$ cat src/rtl/vec_mem_seq_pkg.sv
// rtl/vec_mem_seq_pkg.sv - shared vector defines: VREG/VRAM widths, sequencer FSM encoding, beat stride
package vec_mem_seq_pkg;

  localparam int VREG_W          = 512;
  localparam int VRAM_W          = 64;
  localparam int VRAM_BEAT_BYTES = VRAM_W / 8;

  typedef enum logic [1:0] {
    ST_IDLE   = 2'd0,
    ST_ISSUE  = 2'd1,
    ST_WAIT_R = 2'd2,
    ST_DONE   = 2'd3
  } vmem_state_e;

  // Byte distance between consecutive beats of one vector access.
  function automatic int beat_stride(input int beat_w);
    return beat_w / 8;
  endfunction

endpackage

$ cat src/rtl/vec_beat_addr_gen.sv
// rtl/vec_beat_addr_gen.sv - beat byte address = base + idx*stride, wrapping modulo 2^ADDR_W
module vec_beat_addr_gen #(
  parameter int ADDR_W = 64,
  parameter int IDX_W  = 3,
  parameter int STRIDE = 8
) (
  input  logic [ADDR_W-1:0] base_i,
  input  logic [IDX_W-1:0]  idx_i,
  output logic [ADDR_W-1:0] addr_o
);

  logic [ADDR_W-1:0] offset;

  assign offset = ADDR_W'(idx_i) * ADDR_W'(STRIDE);
  assign addr_o = base_i + offset;

endmodule

$ cat src/rtl/vec_mem_seq.sv
// rtl/vec_mem_seq.sv - vector load/store sequencer splitting a VLEN register into VRAM beats
// Optional byte-mask stores with zero-strobe beat skipping under macro VMEM_WMASK_EN.
module vec_mem_seq
  import vec_mem_seq_pkg::*;
#(
  parameter int VLEN   = VREG_W,
  parameter int BEAT_W = VRAM_W,
  parameter int ADDR_W = 64
) (
  input  logic                clk,
  input  logic                rst,
  input  logic                req_valid_i,
  output logic                req_ready_o,
  input  logic                req_we_i,
  input  logic [ADDR_W-1:0]   req_addr_i,
  input  logic [VLEN-1:0]     req_wdata_i,
`ifdef VMEM_WMASK_EN
  input  logic [VLEN/8-1:0]   req_wmask_i,
`endif
  output logic                resp_valid_o,
  output logic [VLEN-1:0]     resp_rdata_o,
  output logic                vram_valid_o,
  input  logic                vram_ready_i,
  output logic                vram_we_o,
  output logic [ADDR_W-1:0]   vram_addr_o,
  output logic [BEAT_W-1:0]   vram_wdata_o,
  output logic [BEAT_W/8-1:0] vram_wstrb_o,
  input  logic                vram_rvalid_i,
  input  logic [BEAT_W-1:0]   vram_rdata_i
);

  localparam int NBEAT  = VLEN / BEAT_W;
  localparam int STRB_W = BEAT_W / 8;
  localparam int KW     = (NBEAT > 1) ? $clog2(NBEAT) : 1;
  localparam int STRIDE = beat_stride(BEAT_W);
  localparam logic [KW-1:0]     K_LAST   = KW'(NBEAT - 1);
  localparam logic [ADDR_W-1:0] ADDR_LOW = ADDR_W'(STRIDE - 1);

  vmem_state_e       state_q;
  logic [KW-1:0]     k_q;
  logic [ADDR_W-1:0] base_q;
  logic              we_q;
  logic [VLEN-1:0]   wdata_q;
  logic [VLEN-1:0]   rdata_q;
`ifdef VMEM_WMASK_EN
  logic [VLEN/8-1:0] mask_q;
`endif

  logic [KW-1:0]     cur_beat;
  logic              beat_found;
  logic              issue;
  logic [ADDR_W-1:0] beat_addr;

`ifdef VMEM_WMASK_EN
  // Jump straight to the next store beat with any strobe set; loads never skip.
  always_comb begin
    cur_beat   = k_q;
    beat_found = 1'b1;
    if (we_q) begin
      beat_found = 1'b0;
      for (int b = NBEAT - 1; b >= 0; b--) begin
        if (KW'(b) >= k_q && |mask_q[b*STRB_W +: STRB_W]) begin
          cur_beat   = KW'(b);
          beat_found = 1'b1;
        end
      end
    end
  end
`else
  assign cur_beat   = k_q;
  assign beat_found = 1'b1;
`endif

  vec_beat_addr_gen #(
    .ADDR_W (ADDR_W),
    .IDX_W  (KW),
    .STRIDE (STRIDE)
  ) u_addr_gen (
    .base_i (base_q),
    .idx_i  (cur_beat),
    .addr_o (beat_addr)
  );

  assign issue        = (state_q == ST_ISSUE) && beat_found;
  assign req_ready_o  = (state_q == ST_IDLE);
  assign resp_valid_o = (state_q == ST_DONE);
  assign resp_rdata_o = rdata_q;
  assign vram_valid_o = issue;
  assign vram_we_o    = issue && we_q;
  assign vram_addr_o  = issue ? beat_addr : '0;
  assign vram_wdata_o = (issue && we_q) ? wdata_q[32'(cur_beat)*BEAT_W +: BEAT_W] : '0;
`ifdef VMEM_WMASK_EN
  assign vram_wstrb_o = (issue && we_q) ? mask_q[32'(cur_beat)*STRB_W +: STRB_W] : '0;
`else
  assign vram_wstrb_o = (issue && we_q) ? {STRB_W{1'b1}} : '0;
`endif

  always_ff @(posedge clk or negedge rst) begin
    if (!rst) begin
      state_q <= ST_IDLE;
      k_q     <= '0;
      base_q  <= '0;
      we_q    <= 1'b0;
      wdata_q <= '0;
      rdata_q <= '0;
`ifdef VMEM_WMASK_EN
      mask_q  <= '0;
`endif
    end else begin
      case (state_q)
        ST_IDLE: begin
          if (req_valid_i) begin
            state_q <= ST_ISSUE;
            k_q     <= '0;
            base_q  <= req_addr_i & ~ADDR_LOW;
            we_q    <= req_we_i;
            wdata_q <= req_wdata_i;
`ifdef VMEM_WMASK_EN
            mask_q  <= req_wmask_i;
`endif
          end
        end
        ST_ISSUE: begin
          if (!beat_found) begin
            state_q <= ST_DONE;
          end else if (vram_ready_i) begin
            if (!we_q) begin
              state_q <= ST_WAIT_R;
            end else if (cur_beat == K_LAST) begin
              state_q <= ST_DONE;
            end else begin
              k_q <= cur_beat + 1'b1;
            end
          end
        end
        ST_WAIT_R: begin
          if (vram_rvalid_i) begin
            rdata_q[32'(k_q)*BEAT_W +: BEAT_W] <= vram_rdata_i;
            if (k_q == K_LAST) begin
              state_q <= ST_DONE;
            end else begin
              k_q     <= k_q + 1'b1;
              state_q <= ST_ISSUE;
            end
          end
        end
        ST_DONE: state_q <= ST_IDLE;
        default: state_q <= ST_IDLE;
      endcase
    end
  end

endmodule

$ cat config.mk
export PLATFORM = sky130hd
export DESIGN_NAME = vec_mem_seq
export DESIGN_NICKNAME = d
export VERILOG_FILES = /design/src/rtl/vec_mem_seq_pkg.sv /design/src/rtl/vec_beat_addr_gen.sv /design/src/rtl/vec_mem_seq.sv
export SDC_FILE = /design/constraint.sdc
export NUM_CORES = 1
export LEC_CHECK = 0
export ABC_CLOCK_PERIOD_IN_PS = 8500
export BUFFER_PORTS_ARGS = -buffer_cell sky130_fd_sc_hd__buf_2
export CAP_MARGIN = 15
export CELL_PAD_IN_SITES_DETAIL_PLACEMENT = 0
export CELL_PAD_IN_SITES_GLOBAL_PLACEMENT = 1
export CORE_AREA = 4 4 510 512
export DETAILED_ROUTE_END_ITERATION = 16
export DIE_AREA = 0 0 514 516
export PLACE_DENSITY = 0.45
export SYNTH_ARGS = -nofsm -noshare
export SYNTH_HDL_FRONTEND = slang
export SYNTH_SLANG_ARGS = --single-unit
$ cat constraint.sdc
create_clock -name clk -period 8.5 [get_ports clk]
set_input_delay 1.7 -clock clk [delete_from_list [all_inputs] [get_ports clk]]
set_output_delay 1.7 -clock clk [all_outputs]
set_load 0.01 [all_outputs]
==> run summary, run 1 <==
The run finished with clean final reports. The class of the tightest hold or removal check is flip-flop to flip-flop. Between clock sinks in the finished design, the worst skew comes to just over 0.04 ns. The share of synthesized area occupied by flip-flops and latches came out at 59.25%. The number of enable flip-flop cells after synthesis came out at 0.

The initial standard-cell utilization of the core came out at approximately 18%. The total wire length came out at between 200 and 250 mm. The endpoint identified for the worst register-to-register timing path is resp_rdata_o[169]. The per-cell routed wire length came out at ~25 um.

The I/O pin count came out at 1298. The overall fraction of global-route tracks in use came out at ~16%. Data arrives at the worst endpoint at approximately 4.6 ns. The via count of the first global-routing pass came out at 36030. The register bit total from synthesis is 1091. The congestion estimate from routability-driven global placement came to 0.8075. Ranked by total cell area, the synthesized netlist is headed by sky130_fd_sc_hd__dfrtp_1 59%, sky130_fd_sc_hd__mux2_2 17%, sky130_fd_sc_hd__mux4_2 6.3%. The cell count after synthesis came out at 3665.

In this run the vertical extent of the chip is 516 um. Overall power consumption after layout is estimated at 20480 uW. The synthesized area came out at 46080 um^2. The detailed-route via count came out at 34520. The number of I/O port buffers is 1291. The worst hold path begins at resp_rdata_o[470]. The uppermost layer routed is met5. The residual antenna-violating net count after detailed routing is 0. The slew at the pin with the worst max-slew slack came out at ~1.1 ns. The initial antenna violation count came to 203. The fraction of final layout cells sized beyond drive strength 1 came out at 48.23%. Ranked by instance count, the synthesized netlist is headed by 1091 x sky130_fd_sc_hd__dfrtp_1, 734 x sky130_fd_sc_hd__nand2_1, 702 x sky130_fd_sc_hd__mux2_2. The final-report max-slew violation count came out at 0. The fraction of post-synthesis cell area in the top cell type by area is 59.25%. The critical path data required time came out at 6.80 ns.

The post-CTS clock slew at the launch and capture registers of the worst setup and hold paths came out at 0.06 ns. The floorplan has ~190 rows. The number of buffers on the longest clock path is 3. The count of cells resized by post-cts repair is 0.

The maximum achievable frequency came out at 158.4 MHz. The distinct cell type count after synthesis is 47. Adding up every negative setup slack in the final design gives 0 ns. Traced cell by cell, the critical path runs through buf_12 -> buf_4 -> buf_4 -> mux4_2 -> nand2_1 -> a21oi_1 -> buf_2.

The largest individual stage delay along the critical path comes from the cell sky130_fd_sc_hd__buf_4. Among all cell types in the netlist, the one instantiated most often is sky130_fd_sc_hd__dfrtp_1. The worst-skew pair later-pin latency came out at approximately 0.80 ns. The critical-path maximum fanout came out at 71. In this run the standard cell core region covers 255800 um^2. The tree is rooted in a sky130_fd_sc_hd__clkbuf_16. The number of cells on the worst reg-to-reg path is 7. The leakage power figure came out at 0.02820 uW. For flop-to-flop paths, the worst setup slack is 4.26 ns.

The final hold violation count came out at 0. The half-perimeter wire length after detailed placement is 162.6 mm. The count of endpoints failing setup in the final report came out at 0. The peak supply drop came out at 0.1752 mV. Entering global routing, the biggest net connects 169 pins. Setup repair after global routing left no endpoint under its margin. The sum of overflow across all layers after global routing came out at 0. The headroom to the max-slew limit is 26.15%. The clock period could shrink to 6.311 ns. The tree built by TritonCTS fans out to 1091 sinks. The area growth from synthesis to layout is 33.07%. The first global-routing pass estimated 295.4 mm of wire. For this run, the share of the core covered by cells in the final layout is a little under a quarter. A synthesized cell averages 12.57 um^2. The number of nets in the finished design came out at 5560. The most instantiated flip-flop cell in the synthesis netlist is sky130_fd_sc_hd__dfrtp_1.

Among cell families on the critical path, the largest total delay comes from buffers and inverters. Before antenna repair, the detailed router went through 4 iterations. On the worst path, the slowest cell contributes a delay of between 0.8 and 0.9 ns. For this run, the number of Yosys warnings is 0. Buffers inserted during clock tree synthesis total 140.

The worst hold path endpoint is resp_rdata_o[470]. Max-cap violations in this run came to 0. The worst setup path is of the flip-flop to output pin kind. TritonCTS built the clock tree. Buffers added to address setup during post-CTS repair amount to 0. The wire length on met2 came out at 100.9 mm. From left edge to right edge, the die measures 514 um. The total power density per cell area came out at roughly 330 nW/um^2. The DRC violation count after routing came out at 0. The H-tree depth came out at 4. The dominant cell type by area after synthesis is sky130_fd_sc_hd__dfrtp_1.

STA classifies the critical path endpoint as an output pin. The area of the die is roughly 270000 um^2. The final worst-path cycle share came out at between 70% and 80%. Hold repair after CTS inserted 0 buffers.

Counting stages on the worst path, the most repeated cell is sky130_fd_sc_hd__buf_4. The worst hold path depth is 2. The via count normalized by instance count is between 4 and 5.

The met1 routed wirelength after detailed routing is roughly 84 mm. The total length of routed met3 wires is about 21 mm. The number of buffers and inverters on the critical path is 4.

The worst register-to-register path begins at cur_beat[2]. The worst setup path is launched from a flip-flop. The share of flip-flops with an asynchronous set or reset is 100.0%. The initial DRC count came out at 1746.
==> cells in the final DEF, fill, tap and decap left out, types with 27 or more instances in the layout <==
master and count:
sky130_fd_sc_hd__nor2_1 40, sky130_fd_sc_hd__diode_2 73, sky130_fd_sc_hd__a21oi_1 94, sky130_fd_sc_hd__nand3_1 27
sky130_fd_sc_hd__clkbuf_8 27, sky130_fd_sc_hd__mux4_2 128, sky130_fd_sc_hd__clkbuf_16 140, sky130_fd_sc_hd__o21ai_0 412
sky130_fd_sc_hd__clkbuf_1 39, sky130_fd_sc_hd__dfrtp_1 1088, sky130_fd_sc_hd__buf_2 1290, sky130_fd_sc_hd__buf_4 42
sky130_fd_sc_hd__mux2_2 702, sky130_fd_sc_hd__nand2_1 732
==> area by class of cell <==
cell class | instances | area, um^2
flip-flops and latches | 1091 | 27310
clock inverters | 42 | 676.9
multi-input cells | 2306 | 17820
clock buffers | 206 | 4021
repair buffers | 1344 | 7007
diodes | 73 | 182.7
inverters | 16 | 62.56
well taps | 3384 | 4234
fillers | 27660 | 194400
==> flip-flops by register name (all words and copies together), names as in the netlist <==
name and count:
cur_beat 3, resp_rdata_o 512, state_q 2, base_q 61, we_q 1, wdata_q 512
==> metrics by stage <==
| step | hold slack [ns] | area (um^2) | setup slack, ns | cells |
|---|---|---|---|---|
| after global placement | 0.4570 | 56440 | 2.973 | 8141 |
| after detailed placement | 0.4647 | 56440 | 2.984 | 8141 |
| after floorplan | 0.4739 | 46090 | 4.715 | 3667 |
| after global routing | 0.4899 | 61210 | 1.810 | 8420 |
| final | 0.4710 | 61320 | 2.189 | 8462 |
| after CTS | 0.4776 | 61140 | 2.107 | 8389 |
==> cells by family (layout without fill, tap and decap cells) <==
kind of cell / after synthesis / in the layout / share of synthesized area [%]
DFF: 1091 / 1091 / 59.25
muxes: 830 / 830 / 23.41
xor gates and xnor gates: 28 / 28 / 0.5322
and+or+nand+nor: 908 / 908 / 8.230
other: 1 / 76 / 0.008138
AOI/OAI and AO/OA: 522 / 522 / 5.764
adders and majority gates: 15 / 15 / 0.4236
buffers and inverters: 270 / 1608 / 2.384
==> worst reg2reg max path: stages, from the launching register on <==
cell	delay, ns
sky130_fd_sc_hd__dfrtp_4	0.84
sky130_fd_sc_hd__inv_4	0.37
sky130_fd_sc_hd__ha_1	0.47
sky130_fd_sc_hd__nor2b_1	0.71
sky130_fd_sc_hd__nand3_4	0.70
sky130_fd_sc_hd__buf_4	0.66
sky130_fd_sc_hd__nand2_1	0.24
sky130_fd_sc_hd__o21ai_0	0.10
==> how the worst max path moves through the flow <==
| stage | startpoint | to | slack (ns) | cells past startpoint |
|---|---|---|---|---|
| finish | cur_beat[0] | vram_wdata_o[1] | 2.19 | 7 |
| global route | cur_beat[0] | vram_wdata_o[6] | 1.81 | 7 |
| floorplan | cur_beat[0] | vram_addr_o[61] | 4.72 | 7 |
| global placement | cur_beat[0] | vram_wdata_o[1] | 2.97 | 7 |
| detailed placement | cur_beat[0] | vram_wdata_o[1] | 2.98 | 7 |
| CTS | cur_beat[0] | vram_wdata_o[1] | 2.11 | 7 |
==> layer usage <==
metal	up-vias	GRT usage, %
met5	-	0
met3	486	7.021
met1	17200	17.98
met4	180	6.562
li1	15430	-
met2	1217	25.59
==> report_power, final <==
group / switching (uW) / total (uW) / leakage (uW) / internal (uW)
Combinational: 3210 / 6400 / 0.0121 / 3190
Sequential: 1090 / 8000 / 0.0139 / 6910
Clock: 2550 / 6090 / 0.00228 / 3530
(Power assumes the default switching activity.)
==> run 2: changes to the inputs <==
- ABC_CLOCK_PERIOD_IN_PS: 8500 -> 6080
- CORE_AREA: 4 4 510 512 -> 4 4 498 500
- DIE_AREA: 0 0 514 516 -> 0 0 502 504
- PLACE_DENSITY: 0.45 -> 0.46
- clock period: 8.5 -> 6.08 ns (I/O delays scaled with it)
==> run 2 against run 1 <==
Against the previous run: non-clock buffer count up 10; hold slack worse by 0.10 ns; global-route usage up 0.84 points; register-to-register slack worse by 2.5 ns; sequential share of layout area decreased by 0.066 points; critical path type unchanged; highest routed layer unchanged.
==> run summary, run 2 (synthesized netlist as in run 1, its figures left out) <==
The first-pass GRT wire length came out at ~300 mm. In this run, flip-flops and latches consume 38.8% of the power. The total area inside the core boundary comes to 243000 um^2. The area of all placed cells without fillers came out at between 60000 and 70000 um^2.

The worst setup slack before clock tree synthesis came out at 1.461 ns. The fraction of final layout cells sized beyond drive strength 1 came out at around half. The setup TNS is 0 ns. The post-layout total power came out at 28980 uW.

The number of I/O port buffers is 1291. The number of core rows came out at between 150 and 200. The count of max-cap constraint violations came out at 0. The number of nets in the finished design came out at 5572.

The congestion estimate from routability-driven global placement came to 0.8143. The H-tree depth came out at 4. Setup slack on the worst reg-to-reg path comes out at 1.74 ns. The area of the die came out at ~250000 um^2. The total wire length came out at roughly 220 mm. The clock network fraction of design power came out at 30.3%. The start-to-end type of the worst setup path is flip-flop to output pin. Summing all placed instances gives a cell area of 56340 um^2. The count of endpoints failing setup in the final report is 0. The initial antenna violation count came to 189. The worst pin sits at a relative slew slack of between 30% and 40%.

The final-report max-slew violation count came out at 0. The CTS buffer count came out at 142. The maximum achievable frequency is 193.2 MHz. The via count of the first global-routing pass is 36590. The flow ran to the end, and the final reports show no timing, DRC or antenna violations. The detail route stage leaves a number of antenna-violating nets equal to 0.

The most frequent standard cell in the layout excluding fill and tap cells is sky130_fd_sc_hd__buf_2. The leakage power figure is 0.02840 uW. Detailed placement finished with a half-perimeter wire length of about 160 mm. The first routing iteration left 1660 violations.

The overall fraction of global-route tracks in use is between 10% and 20%. The critical path data required time came out at about 4.9 ns. Measured on the finished design, the core utilization comes to 25.27%. VDD sags by at most ~0.29 mV. The longest clock path from root to sink contains 3 buffers. The count of cells resized by post-cts repair is 0. The count of cells along the worst register-to-register path came out at 8. The via count normalized by instance count is 4.185. The switching power summed over all nets is approximately 9700 uW.

Entering global routing, the biggest net connects 129 pins. The final route contains 34640 vias. The TritonCTS clock tree is yes. The minimum clock period came out at 5.177 ns. Clock latency on the worst-skew pair, taken at its later pin, is roughly 0.79 ns. Measured along the y axis, the die boundary spans 504 um. The final hold violation count is 0. The per-cell routed wire length is 26.03 um.

The setup fix buffers added after clock tree synthesis is 0. For the worst setup path, the data arrival time is 3.96 ns. The post-CTS clock slew at the launch and capture registers of the worst setup and hold paths is ~0.06 ns. Across the whole layout, storage elements account for 27310 um^2.

The number of sinks on the clock net came out at 1091. The total power density per cell area came out at 471.8 nW/um^2. The worst path uses a little under nine tenths of the clock period. Setup repair after global routing left no endpoint under its margin.

The length of the first detailed-routing pass in iterations is 7. The switching share of power came out at 33.35%. The sum of overflow across all layers after global routing is 0. The worst hold path belongs to the class input pin to asynchronous set/reset pin.

The startpoint identified for the worst register-to-register timing path is cur_beat[2]. The worst setup path is launched from a flip-flop. After filler insertion, the fill cell instance count of the layout stands at 25960. The DRC violation count after routing came out at 0.

The worst-case clock skew came out at 0.06106 ns. The die is ~500 um wide. The root buffer cell chosen for the clock tree is sky130_fd_sc_hd__clkbuf_16.

The I/O pin count is between 1000 and 1500. The count of hold buffers inserted by post-cts repair came out at 0. The internal portion of total power came out at slightly below 20000 uW. Of all nets on the critical path, the largest fanout is 18. The initial standard-cell utilization of the core came out at 18.96%. The endpoint class of the critical path is an output pin.

After layout, the worst setup slack is approximately 0.90 ns. Summing all multi-input logic gate instances after layout gives between 15000 and 20000 um^2. In the layout the commonest cells are 1290 x sky130_fd_sc_hd__buf_2, 1088 x sky130_fd_sc_hd__dfrtp_1, 732 x sky130_fd_sc_hd__nand2_1. The endpoint identified for the worst register-to-register timing path is resp_rdata_o[230]. The proportion of power drawn by combinational gates came out at 30.9%. Compared with the post-synthesis result, the final layout area differs by 33.27%.

For the pin with the worst max-slew slack, the measured transition is 0.9895 ns.
==> run 2: cell types whose count changed in the layout (fill, tap and decap cells not counted), moves of 2 or more <==
cell	previous run	this run
sky130_fd_sc_hd__clkinv_2	16	14
sky130_fd_sc_hd__clkbuf_1	39	26
sky130_fd_sc_hd__buf_12	11	16
sky130_fd_sc_hd__clkbuf_16	140	142
sky130_fd_sc_hd__buf_4	42	47
sky130_fd_sc_hd__inv_16	2	4
sky130_fd_sc_hd__clkbuf_8	27	41
sky130_fd_sc_hd__clkinv_8	4	2
sky130_fd_sc_hd__diode_2	73	59
==> run 2: routing by layer <==
layer,global-route usage (%),up-vias,wire length [um]
li1,-,15410,-
met2,27.36,1254,101800
met5,0,-,1094
met4,6.253,172,9010
met3,7.160,474,20060
met1,18.92,17330,83550
==> run 2: worst max-delay path by stage <==
stage / from / to / slack (ns)
3_3_place_gp: cur_beat[2] / resp_rdata_o[255] / 1.46
6_report: cur_beat[0] / vram_addr_o[51] / 0.90
3_5_place_dp: cur_beat[2] / resp_rdata_o[241] / 1.46
4_1_cts: cur_beat[0] / vram_addr_o[51] / 0.74
5_1_grt: cur_beat[0] / vram_addr_o[51] / 0.45
2_1_floorplan: cur_beat[0] / vram_addr_o[61] / 2.78
==> run 2: power by group through the flow <==
stage	logic, uW	clock network [uW]	registers, uW
after floorplan	5800	0	10900
after global placement	9110	0	11300
after detailed placement	9200	0	11400
after CTS	9230	9100	11300
after global routing	9750	9380	11500
final	8970	8770	11200
==> run 2: per-stage QoR <==
step / hold slack (ns) / std cells
2_1_floorplan: 0.4739 / 3667
3_3_place_gp: 0.4570 / 7969
3_5_place_dp: 0.4652 / 7969
4_1_cts: 0.3460 / 8219
5_1_grt: 0.3491 / 8240
6_report: 0.3675 / 8278
==> run 2: area by class of cell <==
class | count | area share, %
diodes | 59 | 0.2404
clock buffers | 209 | 6.864
clock inverters | 41 | 1.147
inverters | 16 | 0.1019
multi-input cells | 2306 | 29.01
flip-flops and latches | 1091 | 44.48
well taps | 3202 | 6.524
repair buffers | 1354 | 11.63
==> run 2: critical path: stages, from the launching register on <==
cell and delay [ns]:
sky130_fd_sc_hd__dfrtp_4 0.65, sky130_fd_sc_hd__ha_1 0.29, sky130_fd_sc_hd__fa_1 0.23, sky130_fd_sc_hd__a21oi_1 0.16, sky130_fd_sc_hd__nor3_2 0.13, sky130_fd_sc_hd__buf_4 0.27
sky130_fd_sc_hd__nand4_1 0.52, sky130_fd_sc_hd__or3_1 0.51, sky130_fd_sc_hd__a21oi_1 0.19, sky130_fd_sc_hd__buf_2 0.25
==> run 3: changes to the inputs <==
- BUFFER_PORTS_ARGS: -buffer_cell sky130_fd_sc_hd__buf_2 -> -buffer_cell sky130_fd_sc_hd__buf_4
- CELL_PAD_IN_SITES_DETAIL_PLACEMENT: 0 -> default
- CELL_PAD_IN_SITES_GLOBAL_PLACEMENT: 1 -> default
- CORE_AREA: 4 4 498 500 -> 4 4 507 509
- DIE_AREA: 0 0 502 504 -> 0 0 511 513
- PLACE_DENSITY: 0.46 -> 0.38
==> run 3 against run 2 <==
Against the previous run: sequential power about the same; core utilization increased by 0.33 points; power increased by 1.9%; register-to-register slack improved by 0.19 ns.
==> run summary, run 3 (synthesized netlist as in run 1, its figures left out) <==
For the worst setup path, the data arrival time is 3.92 ns. The library cells used most frequently in the layout, excluding fill and tap cells, are 1335 x sky130_fd_sc_hd__buf_4, 1088 x sky130_fd_sc_hd__dfrtp_1, 732 x sky130_fd_sc_hd__nand2_1. The final-report max-slew violation count is 0. The type of origin of the critical path is a flip-flop. The initial antenna violation count is 113. The analysis attributes to cell leakage a power of 0.02892 uW. The total power density per cell area is 456.1 nW/um^2. In the final routed layout, each cell accounts on average for 25.85 um. In the global route stage, overall resource usage came out at 16.17%. The number of nets in the finished design came out at 5570. The routability-driven placement congestion ratio came out at 0.8027. The initial standard-cell utilization of the core came out at 18.21%.

1298 I/O pins were placed. The worst-case IR drop observed on VDD is approximately 0.27 mV. The number of I/O port buffers is between 1000 and 1500. The maximum number of pins on one net before global-route repair came out at 132. The y dimension of the die came out at 513 um.

The tightest min-delay check is of the input pin to asynchronous set/reset pin type. The slew at the pin with the worst max-slew slack came out at around 1.1 ns. The detail route stage leaves a number of antenna-violating nets equal to 0. The initial DRC count came out at ~1800.

The via count normalized by instance count came out at 4.088. The count of hold buffers inserted by post-cts repair is 0. The TritonCTS clock tree is yes. The run finished with clean final reports. Setup violations remaining at the end of the flow were counted as 0. The worst-case clock skew is 0.04367 ns. Summed over all layers, the routed wires come to 217.9 mm.

The critical path data required time is roughly 4.9 ns. The headroom to the max-slew limit is around 30%. The worst setup path is captured at an output pin. The number of sinks on the clock net is 1091. The DRC violation count after routing came out at 0.

The worst hold slack is 0.4565 ns. The most frequent standard cell in the layout excluding fill and tap cells is sky130_fd_sc_hd__buf_4. The number of instances in the placed design came out at 8131.

After legalization and detailed placement, the total HPWL measured 164.9 mm. The setup fix buffers added after clock tree synthesis came out at 0. The number of standard cells in the final layout excluding fillers is 8430. The first detailed-routing pass took 5 iterations.

In the final timing run, aggregate negative setup slack is 0 ns. Setup repair after global routing left no endpoint under its margin. The count of max-cap constraint violations came out at 0. The total core area came out at approximately 250000 um^2. The count of cells resized by post-cts repair is 0. The number of buffers on the longest clock path is 3. The maximum achievable frequency came out at between 150 and 200 MHz. The area of the die is 262100 um^2.

The post-CTS clock slew at the launch and capture registers of the worst setup and hold paths came out at 0.06 ns. The routed layout has ~34000 vias. The via count of the first global-routing pass came out at between 30000 and 40000. The area of all placed cells without fillers came out at 64760 um^2. The sum of overflow across all layers after global routing is 0.

The number of clock buffers added by TritonCTS is 142. In this run the horizontal extent of the chip is 511 um. For the finished layout, the period the worst path requires is 5.137 ns.

The final hold violation count is 0. The start-to-end type of the worst setup path is flip-flop to output pin. In this run the number of H-tree levels came out at 4.

The area growth from synthesis to layout is 40.55%. The first-pass GRT wire length came out at 300.7 mm. The number of core rows is 185. The cell area reported after detailed placement is ~60000 um^2. The critical-path maximum fanout is 19.

The worst-skew pair later-pin latency came out at 0.79 ns. CTS placed an instance of sky130_fd_sc_hd__clkbuf_16 at the clock tree root. After layout, the worst path uses 84.50% of the clock period. The fraction of final layout cells sized beyond drive strength 1 is 48.52%.
## run 3: metal layers
metal / GRT usage (%) / vias to the layer above / part of all wire [%]
met5: 0 / - / 0.27
met4: 6.161 / 96 / 3.1
met3: 7.776 / 355 / 10
met2: 26.69 / 1207 / 48
met1: 17.97 / 17410 / 38
li1: - / 15390 / -
## run 3: worst paths after layout
kind,cells after the start,to,slack (ns),start
max,9,vram_addr_o[43],0.94,cur_beat[0]
min,1,resp_rdata_o[151],0.46,rst
max reg2reg,7,resp_rdata_o[234],1.93,cur_beat[2]
min reg2reg,2,resp_rdata_o[66],0.48,resp_rdata_o[66]
max in group asynchronous,2,wdata_q[432],4.02,rst
min in group clk,2,resp_rdata_o[66],0.48,resp_rdata_o[66]
## run 3: cell type report
| type | count | area [um^2] |
|---|---|---|
| multi-input cells | 2306 | 17820 |
| flip-flops and latches | 1091 | 27310 |
| clock inverters | 42 | 703.2 |
| clock buffers | 210 | 4179 |
| diodes | 47 | 117.6 |
| fillers | 26940 | 188200 |
| well taps | 3366 | 4212 |
| inverters | 16 | 61.31 |
| repair buffers | 1352 | 10360 |
## run 3: worst max-delay path, cell delays in order (launching register included)
cell and delay [ns]:
sky130_fd_sc_hd__dfrtp_4 0.68, sky130_fd_sc_hd__ha_1 0.29, sky130_fd_sc_hd__fa_1 0.22, sky130_fd_sc_hd__a21oi_1 0.15
sky130_fd_sc_hd__nor3_2 0.14, sky130_fd_sc_hd__buf_4 0.26, sky130_fd_sc_hd__nand4b_1 0.41, sky130_fd_sc_hd__or4_1 0.55
sky130_fd_sc_hd__a21oi_1 0.27, sky130_fd_sc_hd__buf_4 0.19
## run 3: through the flow
stage	utilization [%]	power, uW	worst slack, ns
after CTS	25.55	30210	0.8151
final	25.60	29540	0.9427
after global routing	25.58	31240	0.5824
after detailed placement	23.62	21170	1.706
after floorplan	-	16660	2.779
after global placement	23.62	21000	1.730
## run 3: where the power goes
group	internal, uW	total (uW)	leakage, uW	switching, uW
logic	5010	9540	0.0127	4530
clock network	5160	8760	0.00238	3600
registers	9660	11200	0.0139	1570
